--- src/rtl/uart_pkg.sv ---
// Shared UART definitions: receiver FSM states, data width and bit-period helper.
package uart_pkg;

    localparam int unsigned DataWidth = 8;

    typedef enum logic [2:0] {
        StIdle,
        StStart,
        StData,
        StStop,
        StBreak
    } uart_state_e;

    function automatic int unsigned ticks_per_bit(input int unsigned clk_mhz,
                                                  input int unsigned baud);
        return (1000000 * clk_mhz) / baud;
    endfunction

endpackage

--- src/rtl/uart_rx_if.sv ---
// Received-byte handshake and status between uart_rx (master) and its consumer (slave).
interface uart_rx_if;
    import uart_pkg::*;

    logic [DataWidth-1:0] recv_data;
    logic                 recv_valid;
    logic                 recv_ack;
    logic                 frame_err;
    logic                 overrun;
    logic                 busy;

    modport master (
        output recv_data, recv_valid, frame_err, overrun, busy,
        input  recv_ack
    );

    modport slave (
        input  recv_data, recv_valid, frame_err, overrun, busy,
        output recv_ack
    );

endinterface

--- src/rtl/uart_rx_sampler.sv ---
// rx synchronizer plus sample value; UART_RX_MAJORITY_EN selects a 2-of-3 vote
// over the synchronized line at s-1, s, s+1 (decision available at s+1).
module uart_rx_sampler (
    input  logic clk_i,
    input  logic resetn_i,
    input  logic rx_i,
    output logic rx_s_o,
    output logic sample_o
);

    logic [1:0] sync_q;

    always_ff @(posedge clk_i) begin
        if (!resetn_i) begin
            sync_q <= 2'b11;
        end else begin
            sync_q <= {sync_q[0], rx_i};
        end
    end

    assign rx_s_o = sync_q[1];

`ifdef UART_RX_MAJORITY_EN
    // hist_q[0] is rxS one cycle back, hist_q[1] two cycles back.
    logic [1:0] hist_q;

    always_ff @(posedge clk_i) begin
        if (!resetn_i) begin
            hist_q <= 2'b11;
        end else begin
            hist_q <= {hist_q[0], sync_q[1]};
        end
    end

    assign sample_o = (hist_q[1] & hist_q[0]) | (hist_q[1] & sync_q[1]) |
                      (hist_q[0] & sync_q[1]);
`else
    assign sample_o = sync_q[1];
`endif

endmodule

--- src/rtl/uart_rx.sv ---
// 8N1 UART receiver with valid/ack byte handshake, frame-error pulse and sticky overrun.
// Define UART_RX_MAJORITY_EN for 2-of-3 majority sampling (all events one cycle later).
module uart_rx
    import uart_pkg::*;
#(
    parameter int unsigned CLK_MHZ = 12,
    parameter int unsigned BAUD    = 9600
) (
    input  logic      clk_i,
    input  logic      resetn_i,
    input  logic      rx_i,
    uart_rx_if.master recv_if
);

    localparam int unsigned T = ticks_per_bit(CLK_MHZ, BAUD);
`ifdef UART_RX_MAJORITY_EN
    localparam int unsigned Lag = 1;
`else
    localparam int unsigned Lag = 0;
`endif
    localparam logic [15:0] HalfLoad = 16'(T / 2 - 1 + Lag);
    localparam logic [15:0] FullLoad = 16'(T - 1);

    logic rx_s;
    logic sample;

    uart_rx_sampler u_sampler (
        .clk_i    (clk_i),
        .resetn_i (resetn_i),
        .rx_i     (rx_i),
        .rx_s_o   (rx_s),
        .sample_o (sample)
    );

    uart_state_e          state_q, state_d;
    logic [15:0]          cnt_q, cnt_d;
    logic [3:0]           idx_q, idx_d;
    logic [DataWidth-1:0] shift_q, shift_d;
    logic [DataWidth-1:0] data_q, data_d;
    logic                 valid_q, valid_d;
    logic                 ferr_q, ferr_d;
    logic                 ovr_q, ovr_d;
    logic                 expire;
    logic                 byte_done;

    assign expire = (cnt_q == 16'd0);

    always_comb begin
        state_d   = state_q;
        cnt_d     = cnt_q;
        idx_d     = idx_q;
        shift_d   = shift_q;
        data_d    = data_q;
        valid_d   = valid_q;
        ovr_d     = ovr_q;
        ferr_d    = 1'b0;
        byte_done = 1'b0;

        if (!expire) begin
            cnt_d = cnt_q - 16'd1;
        end

        case (state_q)
            StIdle: begin
                if (!rx_s) begin
                    state_d = StStart;
                    cnt_d   = HalfLoad;
                end
            end
            StStart: begin
                if (expire) begin
                    if (sample) begin
                        state_d = StIdle;
                    end else begin
                        state_d = StData;
                        cnt_d   = FullLoad;
                        idx_d   = 4'd0;
                    end
                end
            end
            StData: begin
                if (expire) begin
                    shift_d = {sample, shift_q[DataWidth-1:1]};
                    cnt_d   = FullLoad;
                    idx_d   = idx_q + 4'd1;
                    if (idx_q == 4'd7) begin
                        state_d = StStop;
                    end
                end
            end
            StStop: begin
                if (expire) begin
                    if (sample) begin
                        byte_done = 1'b1;
                        state_d   = StIdle;
                    end else begin
                        ferr_d  = 1'b1;
                        state_d = StBreak;
                    end
                end
            end
            StBreak: begin
                // A line held low after a bad stop bit must not yield repeated bytes.
                if (rx_s) begin
                    state_d = StIdle;
                end
            end
            default: state_d = StIdle;
        endcase

        if (byte_done) begin
            data_d  = shift_q;
            valid_d = 1'b1;
            ovr_d   = valid_q & ~recv_if.recv_ack;
        end else if (valid_q && recv_if.recv_ack) begin
            valid_d = 1'b0;
            ovr_d   = 1'b0;
        end
    end

    always_ff @(posedge clk_i) begin
        if (!resetn_i) begin
            state_q <= StIdle;
            cnt_q   <= 16'd0;
            idx_q   <= 4'd0;
            shift_q <= '0;
            data_q  <= '0;
            valid_q <= 1'b0;
            ferr_q  <= 1'b0;
            ovr_q   <= 1'b0;
        end else begin
            state_q <= state_d;
            cnt_q   <= cnt_d;
            idx_q   <= idx_d;
            shift_q <= shift_d;
            data_q  <= data_d;
            valid_q <= valid_d;
            ferr_q  <= ferr_d;
            ovr_q   <= ovr_d;
        end
    end

    assign recv_if.recv_data  = data_q;
    assign recv_if.recv_valid = valid_q;
    assign recv_if.frame_err  = ferr_q;
    assign recv_if.overrun    = ovr_q;
    assign recv_if.busy       = (state_q != StIdle);

endmodule

--- src/flat_wrapper.sv ---
// flat-port wrapper written by rule: the top's interface ports become plain ports
module uart_rx_flat import uart_pkg::*;
#(
    parameter int unsigned CLK_MHZ = 12,
    parameter int unsigned BAUD    = 9600
)
  (clk_i, resetn_i, rx_i, recv_if_recv_data, recv_if_recv_valid, recv_if_frame_err, recv_if_overrun, recv_if_busy, recv_if_recv_ack);
  uart_rx_if recv_if_i ();
  input  logic clk_i;
  input  logic resetn_i;
  input  logic rx_i;
  output wire logic [$bits(recv_if_i.recv_data)-1:0] recv_if_recv_data;
  output wire logic [$bits(recv_if_i.recv_valid)-1:0] recv_if_recv_valid;
  output wire logic [$bits(recv_if_i.frame_err)-1:0] recv_if_frame_err;
  output wire logic [$bits(recv_if_i.overrun)-1:0] recv_if_overrun;
  output wire logic [$bits(recv_if_i.busy)-1:0] recv_if_busy;
  input wire logic [$bits(recv_if_i.recv_ack)-1:0] recv_if_recv_ack;
  assign recv_if_recv_data = recv_if_i.recv_data;
  assign recv_if_recv_valid = recv_if_i.recv_valid;
  assign recv_if_frame_err = recv_if_i.frame_err;
  assign recv_if_overrun = recv_if_i.overrun;
  assign recv_if_busy = recv_if_i.busy;
  assign recv_if_i.recv_ack = recv_if_recv_ack;
  uart_rx #(.CLK_MHZ(CLK_MHZ), .BAUD(BAUD)) u_core (.clk_i(clk_i), .resetn_i(resetn_i), .rx_i(rx_i), .recv_if(recv_if_i));
endmodule
--- config.mk ---
export PLATFORM = sky130hd
export DESIGN_NAME = uart_rx_flat
export DESIGN_NICKNAME = d
export VERILOG_FILES = /design/src/rtl/uart_pkg.sv /design/src/rtl/uart_rx_if.sv /design/src/rtl/uart_rx_sampler.sv /design/src/rtl/uart_rx.sv /design/src/flat_wrapper.sv
export SDC_FILE = /design/constraint.sdc
export NUM_CORES = 1
export LEC_CHECK = 0
export ABC_AREA = 1
export BUFFER_PORTS_ARGS = -buffer_cell sky130_fd_sc_hd__buf_2
export CAP_MARGIN = 40
export CORE_UTILIZATION = 40
export CTS_CLUSTER_SIZE = 24
export DETAILED_ROUTE_END_ITERATION = 6
export PLACE_DENSITY = 0.56
export SETUP_SLACK_MARGIN = 0.5
export SLEW_MARGIN = 20
export SYNTH_ARGS = -nofsm -noshare
export SYNTH_HDL_FRONTEND = slang
export SYNTH_HIERARCHICAL = 1
export SYNTH_SLANG_ARGS = --single-unit
--- constraint.sdc ---
create_clock -name clk_i -period 2.4 [get_ports clk_i]
set_input_delay 0.36 -clock clk_i [delete_from_list [all_inputs] [get_ports clk_i]]
set_output_delay 0.36 -clock clk_i [all_outputs]
set_load 0.02 [all_outputs]
## After elaboration in Yosys (flattened, before gate mapping)

Cells that the tools add are included.
Widths: inputs -> output; s select.

| cells by class | value |
|---|---|
| equal/unequal tests | 12 |
| bitwise operators | 2 |
| $add $sub $neg | 2 |
| reductions and logical operators | 10 |
| multiplexer cells | 26 |

Operators by type and width:

| kind | count |
|---|---|
| $mux 16 | 5 |
| $pmux 16 s3 | 1 |
| $mux 3 | 7 |
| $logic_not 16->1 | 1 |
| $sub 16x1->16 const B | 1 |
| $pmux 3 s5 | 1 |
| $mux 4 | 3 |
| $ne 2x1->1 const B | 4 |
| $pmux 4 s2 | 1 |
| $mux 1 | 7 |
| $eq 3x2->1 const B | 2 |
| $ne 2x2->1 const B | 3 |
| $reduce_and 6->1 | 1 |
| $add 4x1->4 const B | 1 |
| $eq 4x3->1 const B | 1 |
| $reduce_and 4->1 | 1 |
| $reduce_bool 2->1 | 2 |
| $eq 3x1->1 const B | 1 |
| $eq 3x3->1 const B | 1 |
| $logic_not 3->1 | 1 |
| $reduce_and 3->1 | 1 |
| $reduce_bool 3->1 | 1 |
| $mux 2 | 1 |
| $reduce_and 2->1 | 1 |
| other kinds (3) | 3 |

| word-level totals | value |
|---|---|
| input port bits | 4 |
| output and inout port bits | 12 |
| word-level logic and storage cells | 61 |
| bits in registers | 44 |

## Logic depth before layout (Yosys ltp)

Gate-level depths: netlist (run 1).

| depth | value |
|---|---|
| depth in word-level cells | 5 |
| mapped depth | 13 |
| depth with buffers taken out | 12 |

## Cells and area by module

Netlist (run 1), hierarchy kept.

Modules (own cells, without submodules):

| module | cells an instance | sequential area each (um^2) | times used | area each (um^2) |
|---|---|---|---|---|
| uart_rx | 318 | 840.8 | 1 | 2,239.6 |
| uart_rx_sampler | 7 | 40.0 | 1 | 62.6 |

## Worst setup path after synthesis (run 1)

No wires, ideal clock.

| timing | value |
|---|---|
| kind | register to register |
| from | register u_core.cnt_q[0] |
| to | register u_core.cnt_q[0] |
| clock period less this slack | 1.871 ns |
| arrival time | 1.761 ns |
| stages on the path, launching flop included | 14 |
| setup time | 0.110 ns |
| setup slack | 0.529 ns |
| cell sequence | dfxtp_1 > inv_1 > ha_1 > nand3_1 > nor2_4 > nand2_4 > buf_6 > ha_1 > nor2_1 > nand3_1 > nand3_1 > nand3_1 > nand2_1 > inv_1 |

| on the way | value |
|---|---|
| cells in the longest elaborated chain, start to end | 5 |
| elaborated cells on any way between the ends | 8 |
| those cells by class | add/sub: 1; mux: 6; reduce/logical: 1 |

RTL lines:

| item | line | RTL |
|---|---|---|
| start, declared | uart_rx.sv:36 | `logic [15:0] cnt_q, cnt_d;` |
| start signal, assigned | uart_rx.sv:133 | `cnt_q <= cnt_d;` |
| $sub 16x1->16 / $logic_not 16->1 (equally long branches) | uart_rx.sv:60, uart_rx.sv:46 |  |
| $mux 16 | uart_rx.sv:59 | `if (!expire) begin` |
| $mux 16 | uart_rx.sv:72 | `if (sample) begin` |
| $mux 16 | uart_rx.sv:71 | `if (expire) begin` |
| $pmux 16 s3 (*) | uart_rx.sv:63 | `case (state_q)` |

Mark *: on every way between the ends. The rest lies on a longest branch, timed or not.
A chain may end at the register's enable or synchronous reset.

## Worst setup path after layout (run 1)

| timing | value |
|---|---|
| from | register u_core.cnt_q[7] |
| to | register u_core.cnt_q[0] |

| on the way | value |
|---|---|
| cells in the longest elaborated chain, start to end | 5 |
| elaborated cells on any way between the ends | 7 |
| those cells by class | mux: 6; reduce/logical: 1 |

RTL lines:

| item | line | RTL |
|---|---|---|
| $logic_not 16->1 (*) | uart_rx.sv:46 | `assign expire = (cnt_q == 16'd0);` |
| $mux 16 | uart_rx.sv:59 |  |
| $mux 16 | uart_rx.sv:72 |  |
| $mux 16 | uart_rx.sv:71 |  |
| $pmux 16 s3 (*) | uart_rx.sv:63 |  |

Marks and branches as above.

==> results of run 1 <==
synthesized netlist by cell type (3+ instances only):
master,count
a21oi_1,27
clkbuf_1,3
dfxtp_1,44
ha_1,4
inv_1,42
inv_2,3
nand2_1,60
nand2_2,4
nand2_4,3
nand3_1,33
nand3b_1,5
nor2_1,36
nor2_2,9
nor2_4,4
o21ai_0,22
xor2_1,4
cells by family after synthesis:
| kind of cell | count (synthesis) | share of synthesized area (%) |
|---|---|---|
| AND/OR/NAND/NOR | 163 | 35.00 |
| XOR/XNOR | 4 | 1.522 |
| AO/OA/AOI/OAI | 56 | 13.10 |
| adder cells (fa/ha/maj) | 4 | 2.174 |
| flip-flops | 44 | 38.26 |
| buffers and inverters | 54 | 9.946 |
worst min-delay path: cells and delay by family:
| kind | cells | cell delay [ns] |
|---|---|---|
| buffers and inverters | 2 | 0.11 |
| AND/OR/NAND/NOR | 1 | 0.04 |
worst max path at each step:
stage | endpoint | cells after the start
after detailed placement | u_core/cnt_q[0] | 12
after floorplan | u_core/cnt_q[0] | 13
after global routing | u_core/cnt_q[0] | 11
after CTS | u_core/cnt_q[0] | 12
after global placement | u_core/cnt_q[0] | 12
final | u_core/cnt_q[0] | 11
area by class of cell:
cell class	instances	area [um2]	share of cell area (%)
Clock inverter	3	46.29	1.794
Multi-Input combinational cell	227	1210	46.90
Inverter	46	177.7	6.887
Tap cell	72	90.09	3.492
Timing Repair Buffer	19	105.1	4.074
Sequential cell	44	882.1	34.19
Clock buffer	5	68.82	2.667
flip-flops by register name, indices dropped and copies added (netlist names):
signal,flops
u_core/recv_if.recv_valid,1
u_core/idx_q,4
u_core/u_sampler/sync_q,2
u_core/shift_q,8
u_core/cnt_q,16
u_core/recv_if.frame_err,1
u_core/recv_if.recv_data,8
u_core/state_q,3
u_core/recv_if.overrun,1
per-layer routing:
metal | up-vias | track usage, %
met3 | 6 | 4.118
met5 | - | 0
met4 | 0 | 5.094
li1 | 1070 | -
met2 | 31 | 27.35
met1 | 892 | 24.15
power breakdown:
part | leakage, nW | internal (mW) | total, mW | switching, mW
logic | 0.777 | 0.693 | 1.93 | 1.24
clock network | 0.0548 | 0.314 | 0.597 | 0.283
registers | 0.358 | 0.891 | 1.06 | 0.167
total | 1.19 | 1.90 | 3.59 | 1.69
timing repair:
action | 4_1_cts | 5_1_grt
resized for setup | 0 | 5
endpoints found under the hold margin | 0 | 0
buffers inserted | 1 | 2
endpoints found under the setup margin | 1 | 1
pin swaps | 1 | 3
through the flow:
stage               setup slack (ns)  instance area (um2)  instances
global placement              0.5367                 2424        405
CTS                           0.5305                 2546        414
global route                  0.5104                 2580        416
floorplan                     0.5292                 2302        325
detailed placement            0.4672                 2424        405
finish                        0.6841                 2580        416
==> results.sh, run 1 <==
export IMPL_met1Wirelength_um=2459
export IMPL_highest_layer="met4"
export IMPL_drc=0
export IMPL_syn_num_nets=333
export IMPL_crit_fanout=5
export IMPL_slew_violations=0
export IMPL_drive_above_1_share_pct=18.02
export IMPL_yosys_warnings=6
export IMPL_crit_path_frequent_cell="nand3_1"
export IMPL_vias_per_cell=4.805
export IMPL_fp_dieW_um=77.87
export IMPL_track_usage_pct=17.62
export IMPL_gr_total_overflow=0
export IMPL_synthArstFlopShare_pct=0
export IMPL_synth_area_um2=2302
export IMPL_wirelength_um=4898
export IMPL_min_path_cells=3
export IMPL_fp_coreArea_um2=5540
export IMPL_worst_pin_slew_ns=0.4501
export IMPL_io_pins=16
export IMPL_nets=351
export IMPL_path_buf_inv=1
export IMPL_dieArea_um2=6063
export IMPL_p_per_area_nw_per_um2=1390
export IMPL_worstSetupPathType="reg -> reg"
export IMPL_critPathCaptureType="register"
export IMPL_r2r_end="u_core/cnt_q[0]"
export IMPL_path_clk_slew_ns=0.09
export IMPL_fin_util_pct=46.57
export IMPL_yosysSeqAreaShare_pct=38.26
export IMPL_synth_ff_type="dfxtp_1"
export IMPL_worstSetupStartpoint="u_core/cnt_q[7]"
export IMPL_rsz0062_at_grt="no"
export IMPL_required_ns=2.61
export IMPL_synth_edf_count=0
export IMPL_relSlewSlack_pct=69.92
export IMPL_arrival_ns=1.93
export IMPL_cap_viol_max_count=0
export IMPL_htreeDepth=2
export IMPL_synth_area_leaders="dfxtp_1 (38%), nand2_1 (9.8%), nand3_1 (7.2%)"
export IMPL_max_freq_ghz=0.5828
export IMPL_vias=1999
export IMPL_cts_buffers=5
export IMPL_io_buffers=15
export IMPL_ys_types=32
export IMPL_drtPass1Iterations=4
export IMPL_nFillCells=588
export IMPL_antennaDiodeCount=0
export IMPL_status="completed"
export IMPL_timing_rr_start="u_core/cnt_q[7]"
export IMPL_ys_ff_latch=44
export IMPL_tritoncts="done"
export IMPL_power_mw=3.586
export IMPL_hold_ws_ns=0.2232
export IMPL_hold_class="in -> reg"
export IMPL_path_delay_family="simple AND/OR/NAND/NOR gates"
export IMPL_antenna_found_initial=0
export IMPL_fin_crit_ns=1.716
export IMPL_worstHoldStart="rx_i"
export IMPL_route_met2_wl_um=2184
export IMPL_hold_violations=0
export IMPL_avgSynthCellArea_um2=7.084
export IMPL_clkLatencyLatePin_ns=0.30
export IMPL_cts_root_buf="clkbuf_8"
export IMPL_drt_iter0_markers=123
export IMPL_setup_viol=0
export IMPL_critPathSlowestCell="dfxtp_1"
export IMPL_routabilityCongestion=0.8165
export IMPL_final_common_cell="nand2_1"
export IMPL_min_to="u_core/u_sampler/sync_q[0]"
export IMPL_synth_cells=325
export IMPL_yosys_area_top_type="dfxtp_1"
export IMPL_skew_ns=0.005004
export IMPL_grt_pass1_wl_um=8342
export IMPL_cts_hold_buf=0
export IMPL_dieHeight_um=77.87
export IMPL_initial_core_util_pct=41.55
export IMPL_final_antenna_net_count=0
export IMPL_wl_met3_um=208
export IMPL_r2r_cells=11
export IMPL_cpPeakStageDelay_ns=0.36
export IMPL_syn_to_final_growth_pct=12.07
export IMPL_final_cell_mix="nand2_1 (60), dfxtp_1 (43), inv_1 (41)"
export IMPL_clk_path_buf_depth=2
export IMPL_r2r_slack_ns=0.68
export IMPL_cts_sinks=44
export IMPL_grt_max_degree=23
export IMPL_path_cells="nor2_2, nand2_2, nor2_4, nand2_4, ha_1, nor2_1, nand3_1, nand3_1, nand3_1, nand2_1, inv_1"
export IMPL_grt_pass1_vias=1803
export IMPL_rows=27
export IMPL_finalSetupTns_ns=0
export IMPL_dpl_hpwl_um=3600
export IMPL_period_share_pct=71.49
export IMPL_routedWlPerCell_um=11.77
export IMPL_synth_top_area_share_pct=38.26
export IMPL_start_kind="register"
export IMPL_peakVddDrop_v=0.0006205
export IMPL_p_leak_nw=1.190
Power figures use the tool's default switching activity.
==> run 2: changes to the inputs <==
--- a/config.mk
+++ b/config.mk
@@ -5,13 +5,13 @@
 export SDC_FILE = /design/constraint.sdc
 export NUM_CORES = 1
 export LEC_CHECK = 0
-export ABC_AREA = 1
+export ABC_AREA = 0
 export BUFFER_PORTS_ARGS = -buffer_cell sky130_fd_sc_hd__buf_2
 export CAP_MARGIN = 40
 export CORE_UTILIZATION = 40
 export CTS_CLUSTER_SIZE = 24
 export DETAILED_ROUTE_END_ITERATION = 6
-export PLACE_DENSITY = 0.56
+export PLACE_DENSITY = 0.58
 export SETUP_SLACK_MARGIN = 0.5
 export SLEW_MARGIN = 20
 export SYNTH_ARGS = -nofsm -noshare
==> constraint.sdc (replaced) <==
create_clock -name clk_i -period 1.42 [get_ports clk_i]
set_input_delay 0.213 -clock clk_i [delete_from_list [all_inputs] [get_ports clk_i]]
set_output_delay 0.213 -clock clk_i [all_outputs]
set_load 0.02 [all_outputs]
==> results.sh, run 2 <==
export IMPL_slew_violations=0
export IMPL_rows=27
export IMPL_wirelength_um=6465
export IMPL_synth_cells=263
export IMPL_initial_core_util_pct=41.42
export IMPL_dpl_hpwl_um=4260
export IMPL_io_pins=16
export IMPL_vias_per_cell=5.436
export IMPL_synthArstFlopShare_pct=0
export IMPL_period_share_pct=151.3
export IMPL_power_mw=8.578
export IMPL_cts_hold_buf=0
export IMPL_cts_buffers=5
export IMPL_synthAdderAreaFrac_pct=2.194
export IMPL_synth_edf_count=0
export IMPL_path_clk_slew_ns=0.09
export IMPL_clkLatencyLatePin_ns=0.30
export IMPL_grt_max_degree=24
export IMPL_drive_above_1_share_pct=53.13
export IMPL_drc=0
export IMPL_yosysSeqAreaShare_pct=38.62
export IMPL_final_antenna_net_count=0
export IMPL_grt_pass1_wl_um=10610
export IMPL_max_freq_ghz=0.4653
export IMPL_dieHeight_um=77.52
export IMPL_synth_compound_area_share_pct=20.08
export IMPL_synth_mux_area_share_pct=5.266
export IMPL_start_kind="register"
export IMPL_relSlewSlack_pct=69.68
export IMPL_final_common_cell="buf_4"
export IMPL_synth_top_area_share_pct=38.62
export IMPL_gr_total_overflow=0
export IMPL_synth_ff_type="dfxtp_1"
export IMPL_fin_crit_ns=2.149
export IMPL_drt_iter0_markers=97
export IMPL_yosys_warnings=6
export IMPL_status="finished with violations"
export IMPL_cap_viol_max_count=0
export IMPL_nets=359
export IMPL_fp_coreArea_um2=5507
export IMPL_routedWlPerCell_um=15.25
export IMPL_cts_sinks=44
export IMPL_antenna_found_initial=0
export IMPL_violations="negative setup slack"
export IMPL_synth_xor_area_share_pct=0
export IMPL_ys_types=50
export IMPL_synthTopCellsByCount="dfxtp_1 (44), nand2_1 (18), a21oi_1 (17)"
export IMPL_skew_ns=0.004202
export IMPL_peakVddDrop_v=0.001508
export IMPL_vias=2305
export IMPL_fp_dieW_um=77.52
export IMPL_max_flop_register="u_core/cnt_q"
export IMPL_yosysMostFrequentCell="dfxtp_1"
export IMPL_drtPass1Iterations=4
export IMPL_avgSynthCellArea_um2=8.673
export IMPL_synth_area_leaders="dfxtp_1 (39%), mux2i_1 (5.3%), a21oi_1 (3.7%)"
export IMPL_stdcell_area_um2=3611
export IMPL_routabilityCongestion=0.8285
export IMPL_p_per_area_nw_per_um2=2376
export IMPL_critPathCaptureType="register"
export IMPL_hold_class="in -> reg"
export IMPL_tritoncts="done"
export IMPL_track_usage_pct=22.35
export IMPL_clk_path_buf_depth=2
export IMPL_largest_register_ffs=16
export IMPL_dpl_instance_area_um2=2973
export IMPL_grt_pass1_vias=2270
export IMPL_worst_pin_slew_ns=0.4506
export IMPL_syn_num_nets=271
export IMPL_arrival_ns=2.38
export IMPL_crit_fanout=4
export IMPL_synth_simple_gate_area_share_pct=27.92
export IMPL_required_ns=1.65
export IMPL_p_leak_nw=1.446
export IMPL_fin_util_pct=65.58
export IMPL_fin_ws_ns=-0.7290
export IMPL_finalSetupTns_ns=-23.09
export IMPL_worstSetupPathType="reg -> reg"
export IMPL_hold_violations=0
export IMPL_ys_ff_latch=44
export IMPL_synth_top_family_by_area="simple AND/OR/NAND/NOR gates"
export IMPL_rsz0062_at_grt="yes"
export IMPL_antennaDiodeCount=0
export IMPL_cts_root_buf="clkbuf_8"
export IMPL_synth_area_um2=2281
export IMPL_htreeDepth=2
export IMPL_final_cell_mix="buf_4 (71), dfxtp_1 (24), buf_6 (23)"
export IMPL_yosys_area_top_type="dfxtp_1"
export IMPL_io_buffers=15
export IMPL_dieArea_um2=6009
export IMPL_syn_to_final_growth_pct=58.31
export IMPL_setup_viol=43
-- run 2: cell count changes after synthesis, sizes merged, moves of 10 or more --
| cell | change |
|---|---|
| nand2 | -49 |
| nor2 | -38 |
| inv | -37 |
| nand3 | -19 |
| mux2i | +12 |
| a21oi | -11 |
| clkbuf | +10 |
| nor4 | +10 |
| or4 | +10 |
-- run 2: final timing paths --
kind	startpoint	end	slack, ns	depth (start not counted)
setup reg to reg	u_core/cnt_q[13]	u_core/cnt_q[0]	-0.73	8
hold reg to reg	u_core/u_sampler/sync_q[0]	u_core/u_sampler/sync_q[1]	0.42	1
hold / removal	rx_i	u_core/u_sampler/sync_q[0]	0.1	2
setup / recovery	u_core/cnt_q[13]	u_core/cnt_q[0]	-0.73	8
-- run 2: cell type report --
cell class	instances	area, um2
clock buffer	5	68.82
timing repair buffer	101	887.1
clock inverter	3	47.55
sequential	44	910.9
multi-input combinational	190	1570
tap	72	90.09
fill	431	1896
inverter	9	36.28
-- run 2: cell families after synthesis --
logic type | after synthesis
simple gates | 106
buf+inv | 29
flops | 44
fa+ha+maj | 4
compound gates | 68
mux | 12
-- run 2: routing by layer --
| metal | share of wire, % | global-route usage [%] | up-vias | wire [um] |
|---|---|---|---|---|
| met5 | 0 | 0 | - | 0 |
| met4 | 0.80 | 7.358 | 0 | 52 |
| met3 | 4.8 | 4.588 | 4 | 311 |
| met2 | 49 | 36.64 | 57 | 3190 |
| met1 | 45 | 29.14 | 1087 | 2910 |
| li1 | - | - | 1157 | - |
-- run 2: worst max-delay path: stages, from the launching register on --
cell and delay [ns]:
dfxtp_2 0.33, or4_4 0.56, nor4_4 0.33, inv_2 0.12, ha_4 0.29, inv_2 0.03
o32a_1 0.14, o22ai_1 0.15, a32o_1 0.15
-- run 2: power breakdown --
part,switching (mW),internal (mW)
registers,0.143,1.47
clock network,0.458,0.530
logic,2.78,3.19
-- run 2: through the flow --
stage | cells | hold slack (ns) | setup slack [ns]
2_1_floorplan | 263 | 0.2860 | -0.9985
3_3_place_gp | 399 | 0.3890 | -0.6377
3_5_place_dp | 399 | 0.3972 | -0.6880
4_1_cts | 420 | 0.08616 | -0.6797
5_1_grt | 424 | 0.08083 | -0.8246
6_report | 424 | 0.09769 | -0.7290
-- run 2: timing repair --
item,CTS,global route
buffers inserted,12,3
cloned,1,1
pin swaps,21,9
endpoints found under the setup margin,54,54
gates resized for setup,75,19
==> run 3: changes to the inputs <==
--- a/config.mk
+++ b/config.mk
@@ -5,13 +5,14 @@
 export SDC_FILE = /design/constraint.sdc
 export NUM_CORES = 1
 export LEC_CHECK = 0
-export ABC_AREA = 0
+export ABC_AREA = 1
 export BUFFER_PORTS_ARGS = -buffer_cell sky130_fd_sc_hd__buf_2
 export CAP_MARGIN = 40
-export CORE_UTILIZATION = 40
+export CORE_UTILIZATION = 30
 export CTS_CLUSTER_SIZE = 24
 export DETAILED_ROUTE_END_ITERATION = 6
-export PLACE_DENSITY = 0.58
+export PLACE_DENSITY = 0.46
+export REMOVE_ABC_BUFFERS = 1
 export SETUP_SLACK_MARGIN = 0.5
 export SLEW_MARGIN = 20
 export SYNTH_ARGS = -nofsm -noshare
==> results.sh, run 3 (same netlist as run 1, synthesis figures left out) <==
export IMPL_cap_viol_max_count=0
export IMPL_p_per_area_nw_per_um2=2473
export IMPL_routabilityCongestion=0.8551
export IMPL_grt_pass1_wl_um=10870
export IMPL_dpl_instance_area_um2=2860
export IMPL_max_freq_ghz=0.6625
export IMPL_io_pins=16
export IMPL_min_to="u_core/u_sampler/sync_q[0]"
export IMPL_cts_buffers=5
export IMPL_dieHeight_um=89.60
export IMPL_clkLatencyLatePin_ns=0.30
export IMPL_cts_hold_buf=0
export IMPL_power_mw=8.496
export IMPL_arrival_ns=1.72
export IMPL_path_clk_slew_ns=0.09
export IMPL_grt_pass1_vias=2284
export IMPL_largest_register_ffs=16
export IMPL_syn_to_final_growth_pct=49.24
export IMPL_hold_ws_ns=0.08027
export IMPL_fin_ws_ns=-0.08952
export IMPL_violations="negative setup slack"
export IMPL_hold_class="in -> reg"
export IMPL_fin_util_pct=46.87
export IMPL_relSlewSlack_pct=71.65
export IMPL_min_path_cells=3
export IMPL_finalSetupTns_ns=-0.8423
export IMPL_rsz0062_at_grt="yes"
export IMPL_hold_violations=0
export IMPL_timing_rr_start="u_core/cnt_q[1]"
export IMPL_routedWlPerCell_um=12.83
export IMPL_fin_cells=507
export IMPL_antennaDiodeCount=0
export IMPL_seq_power_share_pct=20.9
export IMPL_crit_fanout=2
export IMPL_worst_pin_slew_ns=0.4214
export IMPL_max_flop_register="u_core/cnt_q"
export IMPL_combPwrFrac_pct=67.2
export IMPL_nFillCells=724
export IMPL_start_kind="register"
export IMPL_p_leak_nw=1.555
export IMPL_worstSetupPathType="reg -> reg"
export IMPL_r2r_end="u_core/cnt_q[0]"
export IMPL_final_antenna_net_count=0
export IMPL_tritoncts="done"
export IMPL_placed_cells=484
export IMPL_antenna_found_initial=0
export IMPL_clk_path_buf_depth=2
export IMPL_period_share_pct=106.3
export IMPL_track_usage_pct=18.39
export IMPL_fp_coreArea_um2=7331
export IMPL_io_buffers=15
export IMPL_grt_max_degree=22
export IMPL_pwr_share_clk_pct=11.9
export IMPL_fp_dieW_um=89.60
export IMPL_critPathCaptureType="register"
export IMPL_initial_core_util_pct=31.40
export IMPL_cts_sinks=44
export IMPL_r2r_cells=12
export IMPL_power_internal_mw=4.718
export IMPL_htreeDepth=2
export IMPL_drt_iter0_markers=83
export IMPL_setup_viol=26
export IMPL_final_cell_mix="buf_4 (58), nand2_1 (54), inv_1 (38)"
export IMPL_switching_share_pct=44.46
export IMPL_gr_total_overflow=0
export IMPL_final_common_cell="buf_4"
export IMPL_slew_violations=0
export IMPL_skew_ns=0.006817
export IMPL_net_switching_power_mw=3.777
export IMPL_worstHoldStart="rx_i"
export IMPL_drtPass1Iterations=4
export IMPL_drc=0
export IMPL_cts_root_buf="clkbuf_8"
export IMPL_fin_crit_ns=1.510
export IMPL_vias=2335
export IMPL_drive_above_1_share_pct=43.14
export IMPL_vias_per_cell=4.606
export IMPL_dieArea_um2=8028
export IMPL_dpl_hpwl_um=4349
export IMPL_status="finished with violations"
export IMPL_peakVddDrop_v=0.0009197
export IMPL_nets=415
export IMPL_rows=31
export IMPL_r2r_slack_ns=-0.09
export IMPL_required_ns=1.63
export IMPL_wirelength_um=6504
export IMPL_place_ws_ns=-0.3078
export IMPL_stdcell_area_um2=3436
run 3: worst max path at each step:
stage	depth (start not counted)	start	end	slack, ns
after floorplan	12	u_core/cnt_q[0]	u_core/cnt_q[0]	-0.36
after global placement	12	u_core/cnt_q[0]	u_core/cnt_q[0]	-0.22
after detailed placement	12	u_core/cnt_q[1]	u_core/cnt_q[0]	-0.31
after CTS	12	u_core/cnt_q[1]	u_core/cnt_q[0]	-0.09
after global routing	12	u_core/cnt_q[1]	u_core/cnt_q[0]	-0.20
final	12	u_core/cnt_q[1]	u_core/cnt_q[0]	-0.09
run 3: timing repair:
action | 4_1_cts | 5_1_grt
gates cloned | 2 | 0
buffers inserted | 7 | 6
pin swaps | 15 | 1
gates resized for setup | 106 | 5
setup endpoints to repair | 54 | 54
run 3: critical path, cell delays in order (launching register included):
cell and delay (ns):
dfxtp_2 0.33, inv_2 0.08, ha_4 0.15, nand3_4 0.06, nor2_4 0.12, nand2_4 0.07
ha_4 0.22, nor2_2 0.07, nand3_1 0.07, nand3_1 0.07, nand3_1 0.08, nand2_1 0.06
inv_1 0.03
run 3: layout make-up:
type                       instances  area, um2  share of cell area (%)
sequential                        44      914.6                   26.62
multi-input combinational        229       1404                   40.86
inverter                          46      185.2                   5.390
clock inverter                     3      46.29                   1.347
clock buffer                       5      68.82                   2.003
timing repair buffer              81      693.2                   20.17
tap                               99      123.9                   3.605
run 3: power by group through the flow:
stage / combinational [mW] / clock [mW] / sequential (mW)
detailed placement: 4.51 / 0 / 1.73
global placement: 4.49 / 0 / 1.73
global route: 6.32 / 1.11 / 1.82
floorplan: 2.52 / 0 / 1.75
CTS: 5.55 / 1.06 / 1.78
finish: 5.71 / 1.01 / 1.78
run 3: layer usage:
layer  part of all wire (%)  vias to the layer above  global-route usage, %
met3                    2.4                       15                  3.565
met5                      0                        -                      0
met1                     44                     1066                  21.34
met2                     51                       36                  32.71
met4                    2.6                        0                  8.225
li1                       -                     1218                      -
